<file path="src/rtl/gerador_sequencia_lampadas.sv">
// Lamp-sequence generator: replays three latched 2-bit lamp codes a programmable number of
// times, holding each code HOLD cycles with GAP idle cycles of code 00 between codes.
module gerador_sequencia_lampadas #(
    parameter int unsigned HOLD = 1,
    parameter int unsigned GAP  = 0
) (
    input  logic       clk,
    input  logic       reset,
    input  logic       start,
    input  logic [1:0] code0,
    input  logic [1:0] code1,
    input  logic [1:0] code2,
    input  logic [3:0] reps,
    output logic [1:0] out_code,
    output logic       code_valid,
    output logic       busy,
    output logic       done
);

    localparam logic [7:0] HoldMax = 8'(HOLD);
    localparam logic [7:0] GapMax  = 8'(GAP);

    typedef enum logic [1:0] {StIdle, StEmit, StGap, StDone} state_e;

    state_e     state_q, state_d;
    logic [1:0] code0_q, code0_d;
    logic [1:0] code1_q, code1_d;
    logic [1:0] code2_q, code2_d;
    logic [3:0] reps_q, reps_d;
    logic [1:0] step_q, step_d;
    logic [4:0] rep_q, rep_d;
    logic [7:0] hold_q, hold_d;
    logic [7:0] gap_q, gap_d;

    logic [1:0] step_adv;
    logic [4:0] rep_adv;
    logic       last_step;

    logic [1:0] out_code_d;
    logic       code_valid_d;
    logic       busy_d;
    logic       done_d;

    always_comb begin
        state_d = state_q;
        code0_d = code0_q;
        code1_d = code1_q;
        code2_d = code2_q;
        reps_d  = reps_q;
        step_d  = step_q;
        rep_d   = rep_q;
        hold_d  = hold_q;
        gap_d   = gap_q;

        // Next step position; step 2 wraps to 0 and opens a new repetition
        if (step_q == 2'd2) begin
            step_adv = 2'd0;
            rep_adv  = rep_q + 5'd1;
        end else begin
            step_adv = step_q + 2'd1;
            rep_adv  = rep_q;
        end
        last_step = (step_q == 2'd2) && (rep_q == {1'b0, reps_q});

        unique case (state_q)
            StIdle: begin
                if (start) begin
                    code0_d = code0;
                    code1_d = code1;
                    code2_d = code2;
                    reps_d  = (reps == 4'd0) ? 4'd1 : reps;
                    step_d  = 2'd0;
                    rep_d   = 5'd1;
                    hold_d  = 8'd1;
                    state_d = StEmit;
                end
            end
            StEmit: begin
                if (hold_q < HoldMax) begin
                    hold_d = hold_q + 8'd1;
                end else if (last_step) begin
                    state_d = StDone;
                end else if (GAP > 0) begin
                    gap_d   = 8'd1;
                    state_d = StGap;
                end else begin
                    step_d = step_adv;
                    rep_d  = rep_adv;
                    hold_d = 8'd1;
                end
            end
            StGap: begin
                if (gap_q < GapMax) begin
                    gap_d = gap_q + 8'd1;
                end else begin
                    step_d  = step_adv;
                    rep_d   = rep_adv;
                    hold_d  = 8'd1;
                    state_d = StEmit;
                end
            end
            StDone: begin
                state_d = StIdle;
            end
            default: begin
                state_d = StIdle;
            end
        endcase

        // Outputs are registered, so they are decoded from the next-state values
        out_code_d = 2'b00;
        if (state_d == StEmit) begin
            case (step_d)
                2'd0:    out_code_d = code0_d;
                2'd1:    out_code_d = code1_d;
                2'd2:    out_code_d = code2_d;
                default: out_code_d = 2'b00;
            endcase
        end
        code_valid_d = (state_d == StEmit) && (hold_d == 8'd1);
        busy_d       = (state_d == StEmit) || (state_d == StGap);
        done_d       = (state_d == StDone);
    end

    always_ff @(posedge clk or negedge reset) begin
        if (!reset) begin
            state_q    <= StIdle;
            code0_q    <= 2'b00;
            code1_q    <= 2'b00;
            code2_q    <= 2'b00;
            reps_q     <= 4'd0;
            step_q     <= 2'd0;
            rep_q      <= 5'd0;
            hold_q     <= 8'd0;
            gap_q      <= 8'd0;
            out_code   <= 2'b00;
            code_valid <= 1'b0;
            busy       <= 1'b0;
            done       <= 1'b0;
        end else begin
            state_q    <= state_d;
            code0_q    <= code0_d;
            code1_q    <= code1_d;
            code2_q    <= code2_d;
            reps_q     <= reps_d;
            step_q     <= step_d;
            rep_q      <= rep_d;
            hold_q     <= hold_d;
            gap_q      <= gap_d;
            out_code   <= out_code_d;
            code_valid <= code_valid_d;
            busy       <= busy_d;
            done       <= done_d;
        end
    end

endmodule

</file>
<file path="config.mk">
export PLATFORM = sky130hd
export DESIGN_NAME = gerador_sequencia_lampadas
export DESIGN_NICKNAME = d
export VERILOG_FILES = /design/src/rtl/gerador_sequencia_lampadas.sv
export SDC_FILE = /design/constraint.sdc
export NUM_CORES = 1
export LEC_CHECK = 0
export CAP_MARGIN = 20
export CORE_MARGIN = 2
export CORE_UTILIZATION = 55
export CTS_CLUSTER_DIAMETER = 100
export DETAILED_ROUTE_END_ITERATION = 12
export PLACE_DENSITY = 0.78
export SLEW_MARGIN = 30
export SYNTH_ARGS = -nofsm -noshare
export SYNTH_HDL_FRONTEND = slang
export SYNTH_SLANG_ARGS = --single-unit
</file>
<file path="constraint.sdc">
create_clock -name clk -period 2.41 [get_ports clk]
set_clock_uncertainty 0.1 [all_clocks]
set_input_delay 0.3615 -clock clk [delete_from_list [all_inputs] [get_ports clk]]
set_output_delay 0.3615 -clock clk [all_outputs]
set_load 0.03 [all_outputs]
</file>
==> key figures <==
Floorplanning
  • Die area: about 0.0034 mm^2
  • IO Count: 18
  • Initial Util: 58.5%
  • Core area: roughly 0.0028 mm^2
  • Die Wd: about 60 um
  • Num rows: 19
  • DIE HEIGHT: 58.6 um

Critical path
  • Critical path capture point type: flop
  • Critical Path RT: 2510 ps
  • Arr. time, crit path: 2400 ps
  • Reg2Reg Depth: 9
  • CP Class: flop to flop
  • Critical Path Source Type: flop
  • Crit path max fanout: 6
  • Critical Path Sink: out_code[0]$_DFF_PN0_
  • RR Startpoint: rep_q[4]$_DFFE_PN0P_
  • Crit path from: rep_q[4]$_DFFE_PN0P_
  • Critical R2R Capture: out_code[0]$_DFF_PN0_
  • FF-to-FF setup slack: 110 ps

Clocking
  • H-tree lvl count: 2
  • Clk sinks: 32
  • CTS tree: built
  • Max clock buf depth: 2
  • Clk Latency, worst-skew pair: around 320 ps
  • Num CTS Buffers: 5
  • Worst-path clk slew: 90 ps
  • Root Buffer: clkbuf_4

Routing
  • WL/cell: 14.1 um
  • First-pass DRT Iterations: 9
  • DR iter-0 viols: 50
  • Remaining DRCs: 1
  • Vias/cell: 5.70
  • Routed WL: about 3100 um
  • Vias: 1272
  • Final ANT Viol Nets: 0

Timing
  • Final cycle utilization of the critical path: a little over nine tenths
  • Final setup vio count: 0
  • Pin slew with the least headroom to its limit: 540 ps
  • Setup TNS: 0 ps
  • Final hold viol count: 0
  • Final Max Slew Viols: 0
  • Final WS setup: between 100 and 150 ps
  • Post-route minimum period: approximately 2300 ps
  • Fmax: 434 MHz
  • Slew headroom: 63.7%

Finish
  • Finished Cell Area: 0.00201 mm^2
  • Proportion of layout cells with a drive suffix above 1: 18.8%
  • Ant diodes: 0
  • Area grow syn2layout: 22.7%
  • Final Util: a little under three quarters
  • Fin nets: 213

Pwr
  • Leakage: 0.910 nW
  • Max rail drop VDD: approximately 640 uV
  • Power, Total: 2.41 mW
  • PwrDens: 1190 mW/mm^2

Global routing
  • Largest net degree at the start of global routing: 33
  • Vias in the first global route: 1206
  • Initial antenna violation count: 0
  • First-pass GRT wire length: 5330 um
  • Remaining Overflow, GRT: 0
  • Total Routing Usage GR: between 20% and 30%

Yosys
  • Synth Instances: 158
  • Avg Cell Area, Syn: 10.4 um^2
  • Seq cells post-synth: 32
  • Syn. warnings: 0
  • Mapped cell area: 0.00164 mm^2
  • Syn_nets: 180
  • Sequential area share after synthesis: 48.8%
  • Netlist cell types: 36

Placement
  • GP Congestion: 0.811
  • DPL Wire Length: roughly 2300 um
  • Port Buffers: 17
  • Placed cell area: 0.00188 mm^2
  • Dpl ws: -64.2 ps

Run status
  • Failing checks: design-rule violations
  • Status: finished with violations

Min path
  • HP Class: primary input to asynchronous set/reset pin

Flow run
  • Max Cap Viol: 0
per-stage QoR:
step / std cells / hold slack, ps
after global routing: 223 / 354
final: 223 / 332
after CTS: 217 / 338
after floorplan: 158 / -34.1
after detailed placement: 209 / 386
after global placement: 209 / 382
report_power, final:
group	internal, mW	switching [mW]	total, mW
Sequential	0.741	0.132	0.873
Combinational	0.584	0.645	1.23
Clock	0.144	0.161	0.305
cells in the mapped netlist:
cell type	number	area, um^2
clkbuf_1	3	11.3
o221ai_1	2	17.5
o21ai_0	8	40.0
nand3_1	10	50.1
and2_1	3	18.8
or2_1	1	6.26
o21ai_2	1	8.76
a31oi_1	1	6.26
or4b_1	2	20.0
nor4_1	1	6.26
mux2_2	9	101
a32oi_1	1	8.76
nor3b_1	3	22.5
nand2_1	18	67.6
ha_1	9	113
o2bb2ai_1	1	8.76
a311o_1	1	10.0
a211o_1	1	8.76
dfrtp_1	32	801
nor4b_2	1	15.0
nor3_1	4	20.0
xnor2_1	3	26.3
nand4_1	3	18.8
o32ai_1	1	8.76
or3_1	1	6.26
mux2i_1	2	20.0
o311ai_1	1	8.76
a221oi_2	1	15.0
nand3b_1	1	7.51
nor2_1	7	26.3
xor2_1	1	8.76
o21a_1	1	7.51
a21oi_1	3	15.0
inv_1	10	37.5
nor2b_1	10	62.6
buf_6	1	11.3
worst min-delay path by stage:
stage,endpoint,slack [ps],cells after the start
after floorplan,busy$_DFF_PN0_,-30,0
after global placement,reps_q[0]$_DFFE_PN0P_,380,2
after detailed placement,code2_q[0]$_DFF_PN0_,390,1
after CTS,hold_q[0]$_DFF_PN0_,340,2
after global routing,hold_q[4]$_DFF_PN0_,350,2
final,code_valid$_DFF_PN0_,330,2
layout by cell type, fill, tap and decap left out, types with 2 or more instances in the layout:
cell and count:
dfrtp_1 31, nand2_1 18, clkdlybuf4s50_1 17, buf_4 13, inv_1 10, nand3_1 10, nor2b_1 9, mux2_2 9
ha_1 8, nor2_1 7, o21ai_0 7, clkbuf_4 5, nor3_1 4, xnor2_1 3, nor3b_1 3, nand4_1 3
a21oi_1 3, and2_4 2, mux2i_1 2, or4b_1 2, o221ai_1 2, clkbuf_1 2
critical path, cell delays in order (launching register included):
cell and delay, ps:
dfrtp_1 440, nor3b_1 230, nand4_1 200, nor3_1 510, o21ai_1 130, and2_4 170, ha_4 170, nand2_1 50
or3_1 90, o311ai_1 80
layout make-up:
cell class | instances | area, um^2
Clock buffer | 8 | 58.8
Timing Repair Buffer | 30 | 268
Inverter | 10 | 37.5
Multi-Input combinational cell | 112 | 810
Fill cell | 211 | 791
Tap cell | 31 | 38.8
Sequential cell | 32 | 802
metal layers:
layer | GRT usage (%) | part of all wire, % | up-vias
met5 | 0 | 0 | -
met4 | 12.0 | 2.3 | 0
met3 | 5.05 | 5.8 | 9
met2 | 31.8 | 48 | 39
met1 | 27.5 | 44 | 606
li1 | - | - | 618
kinds of logic after synthesis:
kind of cell | count (synthesis) | share of synthesized area [%]
AND/OR/NAND/NOR | 65 | 21.2
flip-flops | 32 | 48.8
AO/OA/AOI/OAI | 23 | 9.99
buffers and inverters | 14 | 3.66
multiplexers | 11 | 7.39
adder cells (fa/ha/maj) | 9 | 6.86
XOR/XNOR | 4 | 2.13
state kept, by name, indices dropped and copies added (netlist names):
signal and flops:
rep_q 5, code1_q 2, done 1, step_q 2
code2_q 2, reps_q 4, hold_q 8, out_code 2
busy 1, state_q 2, code_valid 1, code0_q 2
timing repair:
action | CTS | global route
buffers inserted | 0 | 6
hold buffers | 0 | 0
resized for setup | 3 | 5
endpoints found under the setup margin | 1 | 5
(Power assumes the default switching activity.)
==> RTL change (same settings) <==
Re-encode `state_e` (4 states) as one-hot, 4 bits wide.
--- a/src/rtl/gerador_sequencia_lampadas.sv
+++ b/src/rtl/gerador_sequencia_lampadas.sv
@@ -21,5 +21,5 @@
     localparam logic [7:0] GapMax  = 8'(GAP);
 
-    typedef enum logic [1:0] {StIdle, StEmit, StGap, StDone} state_e;
+    typedef enum logic [3:0] {StIdle = 4'b0001, StEmit = 4'b0010, StGap = 4'b0100, StDone = 4'b1000} state_e;
 
     state_e     state_q, state_d;
Formal check against the unedited RTL: same outputs for any inputs over 10 cycles, from zero or initial values and one cycle with reset low; not proved beyond that.
==> RTL change against the original RTL <==
The flow finishes with violations (negative setup slack). Final area increased by 0.12%. Global-route usage grew 0.98 points. Critical path depth down 1. Sequential cell count rose by 2. Setup slack worse by 460 ps. Die area down 5.8%. Final cell count shrank 6.7%. Core utilization is 2.6 points higher. Routed wire length rose by 0.57%. Sequential power fell by 3.3%. Combinational power is 30% lower. Power shrank 12%. Synthesized area is 6.2% lower. Critical path type unchanged. Critical endpoint unchanged.
==> RTL change: results <==
metrics = {
    "status": {
        "outcome": "finished with violations",
        "violations": "negative setup slack",
    },
    "finish": {
        "num-multi-input-gates": 91,
        "fillerInstances": 185,
        "finish.net_count": 192,
        "buffer_area_frac": 0.1625,
        "multi_input_area_um2": 698.2,
        "buffers": 38,
        "seq_area_frac": 0.4225,
        "clock_cell_area_share": 0.03846,
    },
    "clocking": {
        "ctsResizeCount": 6,
        "clock_latency_ps": 340,
    },
    "placed_design": {
        "place_inst": 200,
        "pre_cts_slack_ps": -403.2,
    },
    "power": {
        "p_leak_nw": 0.9373,
    },
    "logic_synthesis": {
        "synth.distinct_cells": 43,
        "syn_nets": 153,
        "ys_top_cells_by_area": "dfrtp_1 (54%), mux2_2 (5.1%), nand2_1 (4.1%)",
        "synth_adder_area_share": 0.02439,
    },
    "routing": {
        "first_pass_iters": 6,
    },
    "critical_path": {
        "reg2reg_depth": 8,
        "critPathMaxStageDelay_ps": 460,
    },
    "global_route": {
        "grt_pass1_wl_um": 5333,
        "gr-usage-all-layers": 0.2191,
    },
    "sta": {
        "finalWorstSetupSlack_ps": -350.0,
        "fin_setup_tns_ps": -1742,
        "setup_viol": 11,
    },
}
==> RTL change: cell types whose count changed after synthesis, moves of 4 or more <==
cell,delta
nor2b_1,-9
nand3_1,-7
ha_1,-6
inv_1,-4
nand2b_1,+4
nor2_1,-4
o21ai_0,-4
==> RTL change: worst max path at each step <==
| stage | from | endpoint | cells past startpoint |
|---|---|---|---|
| finish | hold_q[0] | out_code[0] | 8 |
| global route | hold_q[0] | out_code[0] | 8 |
| CTS | hold_q[1] | out_code[0] | 8 |
| detailed placement | hold_q[1] | out_code[0] | 9 |
| global placement | hold_q[0] | out_code[0] | 8 |
| floorplan | hold_q[0] | out_code[0] | 9 |
==> RTL change: routing by layer <==
metal | part of all wire | global-route usage | vias up
met1 | 0.46 | 0.3073 | 597
met2 | 0.48 | 0.3251 | 27
met5 | 0 | 0 | -
met3 | 0.042 | 0.05300 | 5
met4 | 0.015 | 0.09302 | 0
li1 | - | - | 560
